## src/rtl/mips_multicycle_controller_pkg.sv

```systemverilog
// Shared types and encodings for the multicycle MIPS controller: FSM states,
// opcode/funct values, ALU operation codes and the coarse ALU-op selector.
package mc_pkg;
    typedef enum logic [3:0] {
        S_FETCH, S_DECODE, S_MEMADR, S_MEMRD, S_MEMWB, S_MEMWR,
        S_RTYPEEX, S_RTYPEWB, S_BEQEX, S_ADDIEX, S_ADDIWB, S_JEX
    } state_t;

    localparam logic [5:0] OP_RTYPE = 6'b000000;
    localparam logic [5:0] OP_LW    = 6'b100011;
    localparam logic [5:0] OP_SW    = 6'b101011;
    localparam logic [5:0] OP_BEQ   = 6'b000100;
    localparam logic [5:0] OP_BNE   = 6'b000101;
    localparam logic [5:0] OP_ADDI  = 6'b001000;
    localparam logic [5:0] OP_J     = 6'b000010;

    localparam logic [5:0] FN_ADD = 6'b100000;
    localparam logic [5:0] FN_SUB = 6'b100010;
    localparam logic [5:0] FN_AND = 6'b100100;
    localparam logic [5:0] FN_OR  = 6'b100101;
    localparam logic [5:0] FN_SLT = 6'b101010;

    localparam logic [3:0] ALU_AND = 4'b0000;
    localparam logic [3:0] ALU_OR  = 4'b0001;
    localparam logic [3:0] ALU_ADD = 4'b0010;
    localparam logic [3:0] ALU_SUB = 4'b0110;
    localparam logic [3:0] ALU_SLT = 4'b0111;

    typedef enum logic [1:0] {ALUOP_ADD, ALUOP_SUB, ALUOP_FUNCT} aluop_t;
endpackage

```

## src/rtl/mips_multicycle_controller_if.sv

```systemverilog
// Unified-memory request/ready handshake between the controller and memory.
interface mips_multicycle_controller_if;
    logic mem_req;
    logic memwrite;
    logic iord;
    logic mem_ready;

    modport master (output mem_req, output memwrite, output iord, input mem_ready);
    modport slave  (input mem_req, input memwrite, input iord, output mem_ready);
endinterface

```

## src/rtl/mips_multicycle_controller_aludec.sv

```systemverilog
// ALU decoder: maps the coarse ALU op (and funct for R-type) to an ALU code.
// funct_ok reflects funct alone so DECODE can reject bad R-types early.
module mc_aludec
    import mc_pkg::*;
#(
    parameter int ALUC_W = 4
) (
    input  aluop_t            aluop,
    input  logic [5:0]        funct,
    output logic [ALUC_W-1:0] alucontrol,
    output logic              funct_ok
);
    logic [3:0] fn_code;
    logic [3:0] code;

    always_comb begin
        funct_ok = 1'b1;
        fn_code  = ALU_ADD;
        case (funct)
            FN_ADD:  fn_code = ALU_ADD;
            FN_SUB:  fn_code = ALU_SUB;
            FN_AND:  fn_code = ALU_AND;
            FN_OR:   fn_code = ALU_OR;
            FN_SLT:  fn_code = ALU_SLT;
            default: funct_ok = 1'b0;
        endcase
        case (aluop)
            ALUOP_SUB:   code = ALU_SUB;
            ALUOP_FUNCT: code = fn_code;
            default:     code = ALU_ADD;
        endcase
        alucontrol = ALUC_W'(code);
    end
endmodule

```

## src/rtl/mips_multicycle_controller.sv

```systemverilog
// Moore FSM sequencing the shared multicycle MIPS datapath.
// Define MC_BNE_EN to decode bne (op 000101) through the branch state.
module mips_multicycle_controller
    import mc_pkg::*;
#(
    parameter int ALUC_W = 4
) (
    input  logic                     clk,
    input  logic                     reset,
    input  logic [5:0]               op,
    input  logic [5:0]               funct,
    input  logic                     zero,
    mips_multicycle_controller_if.master mem,
    output logic                     irwrite,
    output logic                     regdst,
    output logic                     memtoreg,
    output logic                     regwrite,
    output logic                     alusrca,
    output logic [1:0]               alusrcb,
    output logic [1:0]               pcsrc,
    output logic                     pcen,
    output logic [ALUC_W-1:0]        alucontrol,
    output logic                     illegal_op
);
`ifdef MC_BNE_EN
    localparam logic BNE_EN = 1'b1;
`else
    localparam logic BNE_EN = 1'b0;
`endif

    state_t state, state_n;
    aluop_t aluop;
    logic   funct_ok;
    logic   mem_req, memwrite, iord;
    logic   ne;

    mc_aludec #(.ALUC_W(ALUC_W)) u_aludec (
        .aluop      (aluop),
        .funct      (funct),
        .alucontrol (alucontrol),
        .funct_ok   (funct_ok)
    );

    assign mem.mem_req  = mem_req;
    assign mem.memwrite = memwrite;
    assign mem.iord     = iord;
    // IR is stable after FETCH, so op still identifies bne while in BEQEX.
    assign ne = BNE_EN && (op == OP_BNE);

    always_ff @(posedge clk) begin
        if (reset) state <= S_FETCH;
        else       state <= state_n;
    end

    always_comb begin
        state_n    = S_FETCH;
        mem_req    = 1'b0;
        memwrite   = 1'b0;
        iord       = 1'b0;
        irwrite    = 1'b0;
        regdst     = 1'b0;
        memtoreg   = 1'b0;
        regwrite   = 1'b0;
        alusrca    = 1'b0;
        alusrcb    = 2'b00;
        pcsrc      = 2'b00;
        pcen       = 1'b0;
        aluop      = ALUOP_ADD;
        illegal_op = 1'b0;
        case (state)
            S_FETCH: begin
                mem_req = 1'b1;
                alusrcb = 2'b01;
                irwrite = mem.mem_ready;
                pcen    = mem.mem_ready;
                state_n = mem.mem_ready ? S_DECODE : S_FETCH;
            end
            S_DECODE: begin
                alusrcb = 2'b11;
                case (op)
                    OP_LW, OP_SW: state_n = S_MEMADR;
                    OP_RTYPE: begin
                        state_n    = funct_ok ? S_RTYPEEX : S_FETCH;
                        illegal_op = ~funct_ok;
                    end
                    OP_BEQ:  state_n = S_BEQEX;
                    OP_BNE: begin
                        state_n    = BNE_EN ? S_BEQEX : S_FETCH;
                        illegal_op = ~BNE_EN;
                    end
                    OP_ADDI: state_n = S_ADDIEX;
                    OP_J:    state_n = S_JEX;
                    default: illegal_op = 1'b1;
                endcase
            end
            S_MEMADR: begin
                alusrca = 1'b1;
                alusrcb = 2'b10;
                state_n = (op == OP_SW) ? S_MEMWR : S_MEMRD;
            end
            S_MEMRD: begin
                mem_req = 1'b1;
                iord    = 1'b1;
                state_n = mem.mem_ready ? S_MEMWB : S_MEMRD;
            end
            S_MEMWB: begin
                regwrite = 1'b1;
                memtoreg = 1'b1;
            end
            S_MEMWR: begin
                mem_req  = 1'b1;
                memwrite = 1'b1;
                iord     = 1'b1;
                state_n  = mem.mem_ready ? S_FETCH : S_MEMWR;
            end
            S_RTYPEEX: begin
                alusrca = 1'b1;
                aluop   = ALUOP_FUNCT;
                state_n = S_RTYPEWB;
            end
            S_RTYPEWB: begin
                regwrite = 1'b1;
                regdst   = 1'b1;
            end
            S_BEQEX: begin
                alusrca = 1'b1;
                aluop   = ALUOP_SUB;
                pcsrc   = 2'b01;
                pcen    = zero ^ ne;
            end
            S_ADDIEX: begin
                alusrca = 1'b1;
                alusrcb = 2'b10;
                state_n = S_ADDIWB;
            end
            S_ADDIWB: regwrite = 1'b1;
            S_JEX: begin
                pcsrc = 2'b10;
                pcen  = 1'b1;
            end
            default: state_n = S_FETCH;
        endcase
        // Reset wins over any in-flight access: nothing is strobed this cycle.
        if (reset) begin
            mem_req    = 1'b0;
            memwrite   = 1'b0;
            iord       = 1'b0;
            irwrite    = 1'b0;
            regdst     = 1'b0;
            memtoreg   = 1'b0;
            regwrite   = 1'b0;
            alusrca    = 1'b0;
            alusrcb    = 2'b00;
            pcsrc      = 2'b00;
            pcen       = 1'b0;
            aluop      = ALUOP_ADD;
            illegal_op = 1'b0;
        end
    end
endmodule

```

## src/flat_wrapper.sv

```systemverilog
// flat-port wrapper written by rule: the top's interface ports become plain ports
module mips_multicycle_controller_flat import mc_pkg::*;
#(
    parameter int ALUC_W = 4
)
  (clk, reset, op, funct, zero, irwrite, regdst, memtoreg, regwrite, alusrca, alusrcb, pcsrc, pcen, alucontrol, illegal_op, mem_mem_req, mem_memwrite, mem_iord, mem_mem_ready);
  mips_multicycle_controller_if mem_i ();
  input  logic clk;
  input  logic reset;
  input  logic [5:0] op;
  input  logic [5:0] funct;
  input  logic zero;
  output logic irwrite;
  output logic regdst;
  output logic memtoreg;
  output logic regwrite;
  output logic alusrca;
  output logic [1:0] alusrcb;
  output logic [1:0] pcsrc;
  output logic pcen;
  output logic [ALUC_W-1:0] alucontrol;
  output logic illegal_op;
  output wire logic [$bits(mem_i.mem_req)-1:0] mem_mem_req;
  output wire logic [$bits(mem_i.memwrite)-1:0] mem_memwrite;
  output wire logic [$bits(mem_i.iord)-1:0] mem_iord;
  input wire logic [$bits(mem_i.mem_ready)-1:0] mem_mem_ready;
  assign mem_mem_req = mem_i.mem_req;
  assign mem_memwrite = mem_i.memwrite;
  assign mem_iord = mem_i.iord;
  assign mem_i.mem_ready = mem_mem_ready;
  mips_multicycle_controller #(.ALUC_W(ALUC_W)) u_core (.clk(clk), .reset(reset), .op(op), .funct(funct), .zero(zero), .mem(mem_i), .irwrite(irwrite), .regdst(regdst), .memtoreg(memtoreg), .regwrite(regwrite), .alusrca(alusrca), .alusrcb(alusrcb), .pcsrc(pcsrc), .pcen(pcen), .alucontrol(alucontrol), .illegal_op(illegal_op));
endmodule
```

## config.mk

```make
export PLATFORM = sky130hd
export DESIGN_NAME = mips_multicycle_controller_flat
export DESIGN_NICKNAME = d
export VERILOG_FILES = /design/src/rtl/mips_multicycle_controller_pkg.sv /design/src/rtl/mips_multicycle_controller_if.sv /design/src/rtl/mips_multicycle_controller_aludec.sv /design/src/rtl/mips_multicycle_controller.sv /design/src/flat_wrapper.sv
export SDC_FILE = /design/constraint.sdc
export NUM_CORES = 1
export LEC_CHECK = 0
export CAP_MARGIN = 25
export CORE_MARGIN = 1.5
export CORE_UTILIZATION = 30
export DETAILED_ROUTE_END_ITERATION = 10
export GPL_ROUTABILITY_DRIVEN = 0
export PLACE_DENSITY = 0.59
export SLEW_MARGIN = 15
export SYNTH_ARGS = -nofsm -noshare
export SYNTH_HDL_FRONTEND = slang
export SYNTH_HIERARCHICAL = 1
export SYNTH_SLANG_ARGS = --single-unit
```

## constraint.sdc

```tcl
create_clock -name clk -period 2.5 [get_ports clk]
set_clock_uncertainty 0.05 [all_clocks]
set_input_delay 0.25 -clock clk [delete_from_list [all_inputs] [get_ports clk]]
set_output_delay 0.25 -clock clk [all_outputs]
set_load 0.1 [all_outputs]
```

# Word level (Yosys, flattened, before mapping)
# Cells that the tools add are included.
[word_totals]
regBits = 4
out_inout_bits = 18
word_cells = 72
[op_classes]
eq_ne = 23
mux = 37
bitwise_logic = 1
reduce_logical = 10
[ops]
columns = ["cell", "count"]
rows = [
  ["$eq A6 B6 Y1 const B", 7],
  ["$pmux W4 S7", 1],
  ["$mux W1", 21],
  ["$pmux W4 S5", 1],
  ["$eq A4 B3 Y1 const B", 4],
  ["$eq A4 B4 Y1 const B", 4],
  ["$mux W3", 4],
  ["$pmux W3 S4", 1],
  ["$reduce_or A5 Y1", 2],
  ["$eq A4 B2 Y1 const B", 2],
  ["$pmux W2 S2", 2],
  ["$pmux W4 S2", 1],
  ["$eq A6 B2 Y1 const B", 1],
  ["$eq A6 B3 Y1 const B", 1],
  ["$eq A6 B4 Y1 const B", 1],
  ["$logic_not A6 Y1", 1],
  ["$mux W2", 3],
  ["$pmux W2 S3", 1],
  ["$reduce_or A2 Y1", 3],
  ["$reduce_or A3 Y1", 2],
  ["$eq A4 B1 Y1 const B", 1],
  ["$logic_not A4 Y1", 1],
  ["$reduce_or A4 Y1", 1],
  ["$pmux W1 S3", 1],
  ["4 further kinds", 4],
]

# Longest topological paths before layout
# Gate-level depths: netlist (run 1).
[depth]
word_depth = 7
mapped_depth = 8
mapped_depth_nobuf = 7

# By module
# The synthesis (run 1) kept the hierarchy.
[by_module_without_submodules]
columns = ["mod", "n_inst", "cells_per_inst", "area_per_inst_um2"]
rows = [
  ["mips_multicycle_controller", 1, 87, 588.1],
  ["mc_aludec", 1, 20, 178.9],
]

# Worst setup path before layout (run 1)
# OpenSTA, ideal clock, no wires.
[synth_timing]
kind = "flip-flop to output port"
start = "reg u_core.state[0]"
end = "out mem_iord"
arrival_time_ps = 5483
slack_ps = -3283
path_stages_with_launch = 5
n_path_buf = 2
cell_sequence = "dfxtp_1 clkbuf_1 buf_2 inv_1 a2111oi_0"
[synth_via]
elab_chain_len = 4
[synth_lines]
columns = ["element", "line", "rtl"]
rows = [
  ["start, declared", "mips_multicycle_controller.sv:31", "state_t state, state_n;"],
  ["start signal, assigned", "mips_multicycle_controller.sv:52", "else state <= state_n;"],
  ["$eq A4 B2 Y1 or $eq A4 B3 Y1 (tied branches)", "mips_multicycle_controller.sv:70", "case (state)"],
  ["$reduce_or A2 Y1 (no line) (*)", "-", ""],
  ["$mux W1 (*)", "mips_multicycle_controller.sv:70", ""],
  ["$mux W1 (*)", "mips_multicycle_controller.sv:144", "if (reset) begin"],
  ["end, declared", "flat_wrapper.sv:25", "output wire logic [$bits(mem_i.iord)-1:0] mem_iord;"],
]
# Every way passes the cells marked *; elsewhere a longest branch is shown, timed or not.

# Worst setup path in the final report (run 1)
[layout_timing]
start = "in funct[2]"
end = "out illegal_op"
[layout_via]
elab_chain_len = 7
[layout_lines]
columns = ["element", "line", "rtl"]
rows = [
  ["start, declared", "flat_wrapper.sv:11", "input logic [5:0] funct;"],
  ["$eq A6 B6 Y1", "mips_multicycle_controller_aludec.sv:19", "case (funct)"],
  ["$reduce_or A5 Y1 (no line) (*)", "-", ""],
  ["$mux W1 (*)", "mips_multicycle_controller_aludec.sv:19", ""],
  ["via u_core.funct_ok", "mips_multicycle_controller.sv:33", "logic funct_ok;"],
  ["$not A1 Y1 (*)", "mips_multicycle_controller.sv:84", "illegal_op = ~funct_ok;"],
  ["$pmux W1 S2 (*)", "mips_multicycle_controller.sv:80", "case (op)"],
  ["$mux W1 (*)", "mips_multicycle_controller.sv:70", ""],
  ["$mux W1 (*)", "mips_multicycle_controller.sv:144", ""],
  ["end, declared", "flat_wrapper.sv:22", "output logic illegal_op;"],
]
# Mark *: on every way through the listed nets, which the timed path passes. The rest lies on a longest branch.

==> results of run 1 <==
## worst paths after layout
path,startpoint,to,slack (ps),cells after the start
max,funct[2],illegal_op,100,7
min,u_core/state[3]$_SDFF_PP0_,u_core/state[3]$_SDFF_PP0_,530,2
max reg2reg,u_core/state[0]$_SDFF_PP0_,u_core/state[1]$_SDFF_PP0_,850,5
min reg2reg,u_core/state[3]$_SDFF_PP0_,u_core/state[3]$_SDFF_PP0_,530,2
## cell families (layout without fill, tap and decap cells)
logic type	Yosys count	after routing	share of synthesized area
AND/OR/NAND/NOR	54	54	0.483
AO/OA/AOI/OAI	28	28	0.243
buffers and inverters	14	51	0.0767
flip-flops	4	4	0.104
adder cells (fa/ha/maj)	2	2	0.0326
XOR/XNOR	2	2	0.0228
multiplexers	2	2	0.0326
other	1	1	0.00489
## through the flow
stage	power (mW)	hold WS (ps)	utilization
finish	0.326	529	0.614
CTS	0.329	514	0.603
global route	0.342	566	0.614
detailed placement	0.244	510	0.594
global placement	0.242	503	0.594
floorplan	0.170	415	-
## layout make-up
type / instances / area [sq um] / share of cell area
timing repair buffer: 42 / 566 / 0.375
inverter: 6 / 22.5 / 0.0149
sequential: 4 / 80.1 / 0.0531
multi-input combinational: 89 / 779 / 0.517
tap: 30 / 37.5 / 0.0249
clock buffer: 3 / 22.5 / 0.0149
## worst min-delay path, cell delays in order (launching register included)
cell and delay [ps]:
dfxtp_1 320, inv_2 110, a2111oi_0 90
## power groups by stage
stage / clock network [mW] / registers [mW] / logic, mW
CTS: 0.0860 / 0.0682 / 0.175
global placement: 0 / 0.0692 / 0.173
global route: 0.0874 / 0.0689 / 0.185
finish: 0.0824 / 0.0686 / 0.175
detailed placement: 0 / 0.0693 / 0.174
floorplan: 0 / 0.0669 / 0.103
## what timing repair did
action                     4_1_cts  5_1_grt
resized for setup                0        4
setup endpoints to repair        0        4
setup buffers                    0        1
## cells in the mapped netlist (2+ instances only)
library cell  number  area share
dfxtp_1            4        0.10
nor4_1             5       0.041
nand3b_1           4       0.039
clkbuf_1           4       0.020
nor4b_4            2       0.062
a31oi_1            3       0.024
nor3_1             7       0.046
nand2b_1           9       0.073
o21ai_1            2       0.013
buf_2              2       0.013
a2111oi_0          2       0.023
or3b_1             2       0.023
inv_1              4       0.020
xor2_1             2       0.023
inv_2              2      0.0098
a21oi_1           11       0.072
nor2_1            10       0.049
ha_1               2       0.033
a32oi_1            2       0.023
nand2_1            3       0.015
nand4bb_1          3       0.044
## metal layers
layer  track usage  share of wire  vias to the layer above
met5             0              0                        -
met4        0.0513              0                        0
met3        0.0361          0.038                        0
met2         0.329           0.51                       24
met1         0.230           0.45                      454
li1              -              -                      480
==> impl_results.md, run 1 <==
- First-pass GRT wire length: 4000 um
- CP Cell Sequence: clkdlybuf4s50_1 -> mux2_4 -> nor4b_4 -> nor4b_4 -> a31oi_1 -> and3_1 -> buf_12
- Num Clock Sinks: 4
- Most common cell after layout, fill and taps aside: buf_12
- Post-route cell area: between 0.0015 and 0.002 sq mm
- Hold-fix buffers at CTS: 0
- Switch share: 0.410
- Top FF cell, synth: dfxtp_1
- Status: complete, no violations
- Final setup vio count: 0
- DP Wirelength: approximately 1800 um
- Hold Path Class: flip-flop to flip-flop
- CP endpoint kind: output port
- CP bufs+invs: 2
- 1st-iter DRT viols: 31
- RSZ-0062 raised after global routing: no
- Crit-path max FO: 5
- Maximum VDD drop: between 0.2 and 0.25 mV
- CP top delay family: buffers and inverters
- WL/cell: roughly 13 um
- Pre-antenna DRT Iters: 4
- Sw Pwr: between 0.1 and 0.15 mW
- Crit-path max cell delay: approximately 570 ps
- Cell Area, Synth: roughly 770 sq um
- Syn-to-layout area delta: 96.6%
- Crit path time final: between 2000 and 2500 ps
- Period utilization: 0.960
- GRT overflow: 0
- Share of cells above drive strength 1: 0.389
- Clock share of power: 0.253
- FILL cells: between 200 and 250
- GRT Util Overall: 0.187
- Layout Nets: 164
- Async set-or-reset flop fraction in the synthesized netlist: 0
- Top reg by flops: u_core/state
- CP required: about 2200 ps
- TNS Setup: 0 ps
- Worst slack, placed: about 26 ps
- Row cnt: 18
- Final antenna-violating net count: 0
- PnR worst setup slack: a little under 100 ps
- Slew @ Worst Pin: 516 ps
- Fin. Hold Viols: 0
- Worst path slowest cell: clkdlybuf4s50_1
- Most used cell, CP: nor4b_4
- Width of the die: ~54 um
- Critical path class: primary input to output port
- Routed WL: between 2000 and 2500 um
- Cell area power density: between 200 and 250 mW/mm^2
- Biggest regs: u_core/state x4
- Commonest cells after routing, fill and taps aside: buf_12, clkdlybuf4s50_1, buf_4, nand2b_1, a21oi_1
- Total core area: around 0.0025 sq mm
- Die ar.: ~0.0029 sq mm
- CTS clk-pin slew, worst paths: roughly 40 ps
- # H-tree levels: 1
- CTS tree: built
- PortBufs: 32
- Clk root buf: clkbuf_4
- Number of global-route vias before repair: roughly 910
- Logic pwr share: 0.537
- Largest net degree at the start of global routing: 18
- Critical path startpoint category: primary input
- Max cap viols: 0
- Max frequency: 417 MHz
- Via count: between 900 and 1000
- Num CTS Buffers: 3
- Post-Synthesis Cells: around 110
- Inserted Diodes: 0
- Final Instance Count excl. Fillers: 174
- Synth unique cells: 43
- Die H: ~54 um
- Initial antenna violation count: 0
- DP Area: ~0.0015 sq mm
- Mean area per synthesized cell: around 7.2 sq um
- Vias per cell: approximately 5.5
- Residual DRC count: 0
- Max FFs per register: 4
- Slew HR: 0.651
- Critical Path AT: between 2000 and 2500 ps
- Starting Density: 0.312
- I/O Pins: 34
- Seq cells post-synth: 4
- Clk_lat worst skew: 240 ps
- Reg power frac: 0.211
- Clock tree buffer depth: 2
- P_leak: approximately 0.53 nW
- Syn. warnings: 6
- Register area share after synthesis: 0.104
- Int Pwr: just under 0.2 mW
- Final slew viol count: 0
- DP Cell Count: between 150 and 200
- Post-synth EDFFs: 0
- Mapped Nets: approximately 130
Power figures use the tool's default switching activity.
==> run 2: changes to the inputs <==
Settings changed: CORE_UTILIZATION 30 to 41, HOLD_SLACK_MARGIN set to 0.15, PLACE_DENSITY 0.59 to 0.77.
==> run 2 against run 1 <==
Routed wire length up 17%; highest routed layer is now met4; clock power down 1%; die area down 25%; register-to-register slack about the same; global-route usage up 9.2 points; clock-buffer cell count unchanged.
==> impl_results.md, run 2 (synthesized netlist as in run 1, its figures left out) <==
- Critical path startpoint category: primary input
- Cell area power density: around 220 mW/mm^2
- Layout Nets: approximately 170
- CP Launch Point: funct[2]
- Share of cells above drive strength 1: 0.379
- RSZ-0062 raised after global routing: no
- Slew @ Worst Pin: between 400 and 500 ps
- # H-tree levels: 1
- Commonest cells after routing, fill and taps aside: buf_12, clkdlybuf4s50_1, buf_4
- P_leak: about 0.54 nW
- Post-layout utilization of the core: 0.857
- Via count: roughly 1000
- Multi-input gate area: 766 sq um
- Initial antenna violation count: 0
- GRT Util Overall: 0.279
- Status: complete, no violations
- Reg2Reg Setup Slack: 860 ps
- Crit path time final: approximately 2400 ps
- Most common cell after layout, fill and taps aside: buf_12
- Inserted Diodes: 0
- DP Cell Count: between 150 and 200
- Die H: between 40 and 50 um
- Top reg by flops: u_core/state
- Max FFs per register: 4
- Final slew viol count: 0
- Slew HR: 0.665
- Clk_lat worst skew: 240 ps
- Worst slack, placed: between 60 and 70 ps
- CP required: between 2000 and 2500 ps
- Critical path class: primary input to output port
- CTS clk-pin slew, worst paths: ~40 ps
- Final Instance Count excl. Fillers: 170
- PortBufs: 32
- Residual DRC count: 0
- PnR worst setup slack: 106 ps
- GRT overflow: 0
- Switch share: 0.413
- Routed WL: around 2700 um
- Worst reg2reg path depth: 5
- Hold-fix buffers at CTS: 0
- Post-route cell area: 0.00150 sq mm
- CP endpoint kind: output port
- Worst r2r src: u_core/state[0]$_SDFF_PP0_
- DP Area: 0.00146 sq mm
- 1st-iter DRT viols: 23
- Die ar.: ~0.0021 sq mm
- Crit path to: illegal_op
- Int Pwr: around 0.19 mW
- Clock share of power: 0.249
- Logic pwr share: 0.539
- Worst R2R End: u_core/state[1]$_SDFF_PP0_
- Maximum VDD drop: roughly 0.34 mV
- Crit-path max FO: 5
- GR peak layer: met2
- TNS Setup: 0 ps
- Total power: 0.326 mW
- GR Layer Usage met3: 0.0392
- Starting Density: 0.439
- Critical Path AT: 2090 ps
- Met1 track utilization from global routing: 0.335
- Num Clock Sinks: 4
- Clock tree buffer depth: 2
- Sequential Area: 80.1 sq um
- Biggest regs: u_core/state x4
- Clk root buf: clkbuf_4
- CTS tree: built
- Pre-antenna DRT Iters: 4
- Final setup vio count: 0
- Syn-to-layout area delta: 94.9%
- Row cnt: 15
- Hold Path Class: flip-flop to flip-flop
- Final antenna-violating net count: 0
- Period utilization: 0.958
- Fin. Hold Viols: 0
- WL/cell: around 16 um
- Met2 usage: 0.508
- Number of global-route vias before repair: 979
- Largest net degree at the start of global routing: 19
- Sw Pwr: around 0.13 mW
- Max cap viols: 0
- DP Wirelength: approximately 2200 um
- I/O Pins: 34
- Vias per cell: ~5.9
- Total core area: 0.00175 sq mm
- First-pass GRT wire length: 4390 um
- Max frequency: around 420 MHz
- Num CTS Buffers: 3
- Worst hold slack: just over 700 ps
- FILL cells: between 90 and 100
- Reg power frac: 0.211
- Width of the die: approximately 46 um
run 2: changes by cell type in the layout (fill, tap and decap cells not counted), sizes merged:
cell	before	now
buf	27	28
run 2: worst min path at each step:
| stage | start | slack, ps | depth (start not counted) | to |
|---|---|---|---|---|
| 6_report | u_core/state[3]$_SDFF_PP0_ | 710 | 3 | u_core/state[3]$_SDFF_PP0_ |
| 5_1_grt | u_core/state[3]$_SDFF_PP0_ | 740 | 3 | u_core/state[3]$_SDFF_PP0_ |
| 4_1_cts | u_core/state[3]$_SDFF_PP0_ | 690 | 3 | u_core/state[3]$_SDFF_PP0_ |
| 3_5_place_dp | u_core/state[3]$_SDFF_PP0_ | 680 | 3 | u_core/state[3]$_SDFF_PP0_ |
| 3_3_place_gp | u_core/state[3]$_SDFF_PP0_ | 670 | 3 | u_core/state[3]$_SDFF_PP0_ |
| 2_1_floorplan | op[3] | 420 | 3 | u_core/state[0]$_SDFF_PP0_ |
run 2: layer usage:
| metal | part of all wire | wire, um | vias to the layer above |
|---|---|---|---|
| met4 | 0.018 | 48 | 0 |
| met3 | 0.052 | 143 | 6 |
| met1 | 0.41 | 1120 | 475 |
| met5 | 0 | 0 | - |
| met2 | 0.52 | 1420 | 40 |
| li1 | - | - | 482 |
run 2: what timing repair did:
action / in CTS / in global routing
endpoints found under the setup margin: 0 / 2
buffers inserted: 0 / 1
resized for setup: 0 / 1
run 2: power groups by stage:
stage	clock network, mW	logic [mW]	registers (mW)
detailed placement	0	0.175	0.0698
floorplan	0	0.103	0.0669
CTS	0.0830	0.175	0.0689
global placement	0	0.171	0.0694
finish	0.0813	0.176	0.0689
global route	0.0862	0.184	0.0690
run 2: critical path: stages:
cell and delay [ps]:
clkdlybuf4s50_1 560, mux2_4 330, nor4b_4 210, nor4b_4 260, a31oi_1 70, and3_1 230, buf_12 170
run 2: cell type report:
type | instances | share of cell area
Clock buffer | 3 | 0.0151
Inverter | 6 | 0.0151
Multi-Input combinational cell | 89 | 0.512
Sequential cell | 4 | 0.0536
Tap cell | 25 | 0.0209
Timing Repair Buffer | 43 | 0.383
